`config.mk`:
```
export PLATFORM = sky130hd
export DESIGN_NAME = bw_io_impctl_updn_cal
export DESIGN_NICKNAME = d
export VERILOG_FILES = /design/src/rtl/bw_io_impctl_pkg.sv /design/src/rtl/bw_io_impctl_sync2.sv /design/src/rtl/bw_io_impctl_updn_cal.sv
export SDC_FILE = /design/constraint.sdc
export NUM_CORES = 1
export LEC_CHECK = 0
export ABC_AREA = 0
export BUFFER_PORTS_ARGS = -buffer_cell sky130_fd_sc_hd__buf_2
export CAP_MARGIN = 20
export CELL_PAD_IN_SITES_DETAIL_PLACEMENT = 1
export CELL_PAD_IN_SITES_GLOBAL_PLACEMENT = 2
export CORE_ASPECT_RATIO = 1.1
export CORE_MARGIN = 3
export CORE_UTILIZATION = 34
export CTS_CLUSTER_SIZE = 25
export DETAILED_ROUTE_END_ITERATION = 8
export HOLD_SLACK_MARGIN = 0.08
export PLACE_DENSITY = 0.8
export SYNTH_ARGS = -nofsm -noshare
export SYNTH_HDL_FRONTEND = slang
export SYNTH_SLANG_ARGS = --single-unit
```
`constraint.sdc`:
```
create_clock -name clk -period 1.95 [get_ports clk]
set_input_delay 0.195 -clock clk [delete_from_list [all_inputs] [get_ports clk]]
set_output_delay 0.195 -clock clk [all_outputs]
set_load 0.01 [all_outputs]
```
`src/rtl/bw_io_impctl_pkg.sv`:
```
// rtl/bw_io_impctl_pkg.sv - shared FSM state type and default constants for the impedance up/down calibrator
package bw_io_impctl_pkg;

    typedef enum logic [1:0] {
        ST_IDLE   = 2'd0,
        ST_SETTLE = 2'd1,
        ST_SAMPLE = 2'd2,
        ST_ADJUST = 2'd3
    } cal_state_e;

    localparam int         DEF_CODE_W     = 8;
    localparam logic [7:0] DEF_CODE_INIT  = 8'h80;
    localparam int         DEF_SETTLE_CYC = 16;
    localparam int         DEF_FILT_N     = 4;
    localparam int         DEF_LOCK_TOG   = 3;

    // Bits needed to hold the values 0..n inclusive.
    function automatic int cnt_w(input int n);
        return (n < 1) ? 1 : $clog2(n + 1);
    endfunction

endpackage

```
`src/rtl/bw_io_impctl_sync2.sv`:
```
// rtl/bw_io_impctl_sync2.sv - two-flop synchronizer for one asynchronous bit
module bw_io_impctl_sync2 (
    input  logic clk,
    input  logic rst_n,
    input  logic d_i,
    output logic q_o
);

    logic meta_q;
    logic sync_q;

    // Two back-to-back flops; the first may go metastable, the second resolves it.
    always_ff @(posedge clk or negedge rst_n) begin
        if (!rst_n) begin
            meta_q <= 1'b0;
            sync_q <= 1'b0;
        end else begin
            meta_q <= d_i;
            sync_q <= meta_q;
        end
    end

    assign q_o = sync_q;

endmodule

```
`src/rtl/bw_io_impctl_updn_cal.sv`:
```
// rtl/bw_io_impctl_updn_cal.sv - pull-up code up/down calibrator; IMPCTL_LOCK_HYST_EN adds post-lock step hysteresis
module bw_io_impctl_updn_cal
    import bw_io_impctl_pkg::*;
#(
    parameter int                CODE_W     = DEF_CODE_W,
    parameter logic [CODE_W-1:0] CODE_INIT  = DEF_CODE_INIT,
    parameter int                SETTLE_CYC = DEF_SETTLE_CYC,
    parameter int                FILT_N     = DEF_FILT_N,
    parameter int                LOCK_TOG   = DEF_LOCK_TOG
) (
    input  logic              clk,
    input  logic              global_reset_n,
    input  logic              cal_en,
    input  logic              sclk,
    input  logic              abvref,
    output logic [CODE_W-1:0] cbu,
    output logic              above,
    output logic              locked,
    output logic              sat
);

    localparam int SET_W = cnt_w(SETTLE_CYC);
    localparam int RUN_W = cnt_w(FILT_N);
    localparam int TOG_W = cnt_w(LOCK_TOG);

    logic sclk_s;
    logic abv_s;

    bw_io_impctl_sync2 u_sync_sclk (
        .clk   (clk),
        .rst_n (global_reset_n),
        .d_i   (sclk),
        .q_o   (sclk_s)
    );

    bw_io_impctl_sync2 u_sync_abv (
        .clk   (clk),
        .rst_n (global_reset_n),
        .d_i   (abvref),
        .q_o   (abv_s)
    );

    cal_state_e        state_q, state_d;
    logic [CODE_W-1:0] cbu_q, cbu_d;
    logic [SET_W-1:0]  settle_q, settle_d;
    logic [RUN_W-1:0]  run_q, run_d;
    logic [TOG_W-1:0]  tog_q, tog_d;
    logic              above_q, above_d;
    logic              locked_q, locked_d;
    logic              sat_q, sat_d;
    logic              sclk_prev_q;
    logic              last_q, last_d;
    logic              prev_dir_q, prev_dir_d;
    logic              has_prev_q, has_prev_d;
`ifdef IMPCTL_LOCK_HYST_EN
    logic              pend_q, pend_d;
    logic              pend_dir_q, pend_dir_d;
`endif

    logic             sample_evt;
    logic [RUN_W-1:0] run_n;
    logic [TOG_W-1:0] tog_n;
    logic             dn;
    logic             step_req;
    logic             blocked;

    assign sample_evt = sclk_s & ~sclk_prev_q;

    // Next-state: settle timer, run-length filter on samples, one-cycle saturating code step.
    always_comb begin
        state_d    = state_q;
        cbu_d      = cbu_q;
        settle_d   = settle_q;
        run_d      = run_q;
        tog_d      = tog_q;
        above_d    = above_q;
        locked_d   = locked_q;
        sat_d      = sat_q;
        last_d     = last_q;
        prev_dir_d = prev_dir_q;
        has_prev_d = has_prev_q;
`ifdef IMPCTL_LOCK_HYST_EN
        pend_d     = pend_q;
        pend_dir_d = pend_dir_q;
`endif
        run_n    = '0;
        tog_n    = '0;
        dn       = above_q;
        step_req = 1'b1;
        blocked  = 1'b0;

        if (!cal_en) begin
            // Dropping the enable abandons the calibration but keeps the code in use.
            state_d    = ST_IDLE;
            settle_d   = '0;
            run_d      = '0;
            tog_d      = '0;
            locked_d   = 1'b0;
            has_prev_d = 1'b0;
`ifdef IMPCTL_LOCK_HYST_EN
            pend_d     = 1'b0;
`endif
        end else begin
            unique case (state_q)
                ST_IDLE: begin
                    state_d  = ST_SETTLE;
                    settle_d = '0;
                end
                ST_SETTLE: begin
                    if (settle_q == SET_W'(SETTLE_CYC - 1)) begin
                        state_d  = ST_SAMPLE;
                        settle_d = '0;
                    end else begin
                        settle_d = settle_q + 1'b1;
                    end
                end
                ST_SAMPLE: begin
                    if (sample_evt) begin
                        run_n  = (run_q != '0 && abv_s == last_q) ? run_q + 1'b1 : RUN_W'(1);
                        last_d = abv_s;
                        if (run_n == RUN_W'(FILT_N)) begin
                            above_d = abv_s;
                            run_d   = '0;
                            state_d = ST_ADJUST;
                        end else begin
                            run_d = run_n;
                        end
                    end
                end
                ST_ADJUST: begin
                    state_d  = ST_SETTLE;
                    settle_d = '0;
`ifdef IMPCTL_LOCK_HYST_EN
                    // Once locked, only two agreeing decisions in a row move the code.
                    if (locked_q) begin
                        if (pend_q && pend_dir_q == dn) begin
                            pend_d = 1'b0;
                        end else begin
                            step_req   = 1'b0;
                            pend_d     = 1'b1;
                            pend_dir_d = dn;
                        end
                    end
`endif
                    if (step_req) begin
                        blocked = dn ? (cbu_q == '0) : (cbu_q == '1);
                        if (blocked) begin
                            sat_d = 1'b1;
                            tog_n = '0;
                        end else begin
                            cbu_d = dn ? cbu_q - 1'b1 : cbu_q + 1'b1;
                            sat_d = 1'b0;
                            if (has_prev_q && prev_dir_q != dn) begin
                                tog_n = (tog_q == TOG_W'(LOCK_TOG)) ? tog_q : tog_q + 1'b1;
                            end else begin
                                tog_n = '0;
                            end
                        end
                        tog_d      = tog_n;
                        prev_dir_d = dn;
                        has_prev_d = 1'b1;
                        if (tog_n == TOG_W'(LOCK_TOG)) begin
                            locked_d = 1'b1;
                        end
                    end
                end
                default: state_d = ST_IDLE;
            endcase
        end
    end

    // FSM state, counters and registered outputs.
    always_ff @(posedge clk or negedge global_reset_n) begin
        if (!global_reset_n) begin
            state_q     <= ST_IDLE;
            cbu_q       <= CODE_INIT;
            settle_q    <= '0;
            run_q       <= '0;
            tog_q       <= '0;
            above_q     <= 1'b0;
            locked_q    <= 1'b0;
            sat_q       <= 1'b0;
            sclk_prev_q <= 1'b0;
            last_q      <= 1'b0;
            prev_dir_q  <= 1'b0;
            has_prev_q  <= 1'b0;
`ifdef IMPCTL_LOCK_HYST_EN
            pend_q      <= 1'b0;
            pend_dir_q  <= 1'b0;
`endif
        end else begin
            state_q     <= state_d;
            cbu_q       <= cbu_d;
            settle_q    <= settle_d;
            run_q       <= run_d;
            tog_q       <= tog_d;
            above_q     <= above_d;
            locked_q    <= locked_d;
            sat_q       <= sat_d;
            sclk_prev_q <= sclk_s;
            last_q      <= last_d;
            prev_dir_q  <= prev_dir_d;
            has_prev_q  <= has_prev_d;
`ifdef IMPCTL_LOCK_HYST_EN
            pend_q      <= pend_d;
            pend_dir_q  <= pend_dir_d;
`endif
        end
    end

    assign cbu    = cbu_q;
    assign above  = above_q;
    assign locked = locked_q;
    assign sat    = sat_q;

endmodule

```
==> impl_metrics.csv <==
group,metric,value,unit
die,design.core.area,4720,sq um
finish,drive_gt1_share,27.5,%
grt,grt_max_degree,32,
clock_tree,cts_tree,"built",
critical_path,critPathRequiredTime,2120,ps
detailed_routing,drtIter0Drc,60,
critical_path,worst-path-max-fanout,7,
power,power.total,2.08,mW
critical_path,cp.arrival,2100,ps
critical_path,start_kind,"flip-flop",
timing,setup_viol_count_final,0,
power,p_per_area,1000,nW/um^2
run_status,outcome,"finished clean",
grt,gr-total-overflow,0,
clock_tree,clockRootBuffer,"clkbuf_8",
die,top_level_ports,16,
die,dieArea,5850,sq um
timing,slew_viol_final,0,
detailed_routing,drc,0,
timing,worst_pin_slew,742,ps
die,rows,26,
finish,finalNetCount,218,
synth,ys_ff_latch,31,
timing,final.period_utilization,99.0,%
synth,netlist_instances,166,
finish,syn2layout_area_growth,22.5,%
detailed_routing,drt_pass1_iterations,2,
synth,avgSynthCellArea,10.2,sq um
placed_design,dpl-instance-area,1910,sq um
placed_design,port_buffers,15,
synth,synth.distinct_cells,40,
clock_tree,clkSinkCount,31,
timing,rsz0062_at_grt,"yes",
detailed_routing,post_drt_wl_per_cell,16.5,um
clock_tree,clk_latency,280,ps
synth,netlist_area,1690,sq um
timing,maxSlewHeadroom,50.6,%
grt,grt_usage,16.1,%
timing,finalCriticalPeriod,1930,ps
critical_path,worstSetupEndpointType,"flip-flop",
die,die_x,73.2,um
finish,fillCellCount,517,
finish,diodes,0,
die,die_h,79.9,um
synth,ys_seq_area_share,46.0,%
synth,yosys_warnings,0,
grt,antenna_found_initial,0,
power,p_leak,0.973,nW
power,peakVddDrop,0.400,mV
finish,multiInputGateArea,922,sq um
grt,grt_pass1_vias,1538,
clock_tree,clk_pin_slew,70,ps
clock_tree,cts_buffers,5,
timing,max_clock_freq,0.518,GHz
detailed_routing,vias,1385,
detailed_routing,avgViaCountPerCell,5.41,
finish,fin_area,2070,sq um
synth,synth.net_count,184,
hold_path,worstHoldPathType,"input port to flip-flop",
finish,seqCellArea,778,sq um
clock_tree,clockBufferDepth,2,
flow_run,max-cap-violations,0,
synth,yosys.area.top_type,"dfrtp_1",
synth,synthTopCellsByArea,"dfrtp_1 (44%), ha_1 (8.9%), mux2_2 (4.0%), nand2_1 (3.1%), a21oi_1 (3.0%)",
clock_tree,htree_levels,2,
detailed_routing,wl,4.22,mm
grt,grt_pass1_wl,7.34,mm
placed_design,routabilityCongestion,0.866,
timing,finClkSkew,7.11,ps
die,start_util,35.8,%
timing,hold_viol,0,
detailed_routing,drt.antenna.violating_nets,0,
finish,layout.cells.most_common,"dfrtp_1",
critical_path,path_class,"flip-flop to flip-flop",
finish,mostFrequentLayoutCells,"dfrtp_1 (29), buf_2 (15), nand2_1 (14)",
placed_design,dp.final_hpwl,3.08,mm
synth,synth_top_area_share,44.5,%
==> power by group <==
| part | switching (mW) | internal (mW) |
|---|---|---|
| Clock | 0.227 | 0.245 |
| Sequential | 0.0845 | 0.741 |
| Combinational | 0.418 | 0.360 |
==> path summary, 6_finish.rpt <==
check	startpoint	endpoint	slack, ps	cells after the start
worst max-delay path	above	cbu[6]	20	6
worst min-delay path	cal_en	run_q[0]	280	3
worst max register to register	above	cbu[6]	20	6
worst min register to register	u_sync_abv.meta_q	u_sync_abv.q_o	350	0
max in group asynchronous	global_reset_n	above	900	2
min in group asynchronous	global_reset_n	settle_q[3]	530	2
==> what timing repair did <==
action | in CTS | in global routing
buffers inserted | 1 | 0
hold buffers | 3 | 0
endpoints found under the hold margin | 32 | 0
pin swaps | 1 | 0
gates cloned | 0 | 0
resized for setup | 1 | 9
setup endpoints to repair | 3 | 8
==> final cells by class <==
class	instances	share of cell area, %
Clock buffer	7	3.69
Inverter	11	2.00
Tap cell	56	3.39
Timing Repair Buffer	28	8.71
Sequential cell	31	37.6
Multi-Input combinational cell	123	44.6
==> metrics by stage <==
stage	setup slack (ps)	hold WS, ps	setup TNS [ps]	utilization (%)	std cells
5_1_grt	-54.0	265	-84.9	43.8	256
6_report	19.8	276	0	43.8	256
3_3_place_gp	-119	297	-120	40.5	245
3_5_place_dp	-161	306	-203	40.5	245
4_1_cts	7.63	259	0	43.0	256
2_1_floorplan	14.2	-101	0	-	166
==> per-layer routing <==
metal	GRT usage, %	routed length [um]
met5	0	0
met1	18.5	1760
met4	4.61	55
met3	3.78	100
met2	29.1	2310
==> registers in the layout (all words and copies together), names as in the netlist, 2 cells and up <==
register / flops
run_q: 3
state_q: 2
settle_q: 5
cbu: 8
tog_q: 2
==> logic make-up after synthesis <==
group	count (synthesis)	synth area share, %
compound gates	37	13.9
xor+xnor	10	5.19
fa+ha+maj	13	10.1
buf+inv	12	2.74
flops	31	46.0
mux	8	5.19
simple gates	55	16.8
==> cells in the mapped netlist (all sizes together) <==
cell	instances
and2	3
nand3	4
a311oi	2
o22ai	1
o21ai	11
o31a	1
and4	1
inv	11
dfstp	1
nor4	3
dfrtp	30
xnor2	5
nor2	13
o31ai	1
o211ai	2
or3	3
a31oi	1
xor2	5
fa	1
ha	12
a211oi	2
a21o	2
buf	1
o21a	3
a21oi	10
nor2b	3
nand4b	1
and3	1
nand2	14
mux2i	2
nor3	5
a31o	1
mux2	6
nand4	4
==> worst max-delay path: stages (launching register included) <==
cell     delay, ps
dfrtp_2        480
ha_4           240
nor2b_1        140
o31a_1         250
o21a_1         180
or3_1          300
a31o_2         250
No activity file was read; power rests on OpenSTA's default activity.
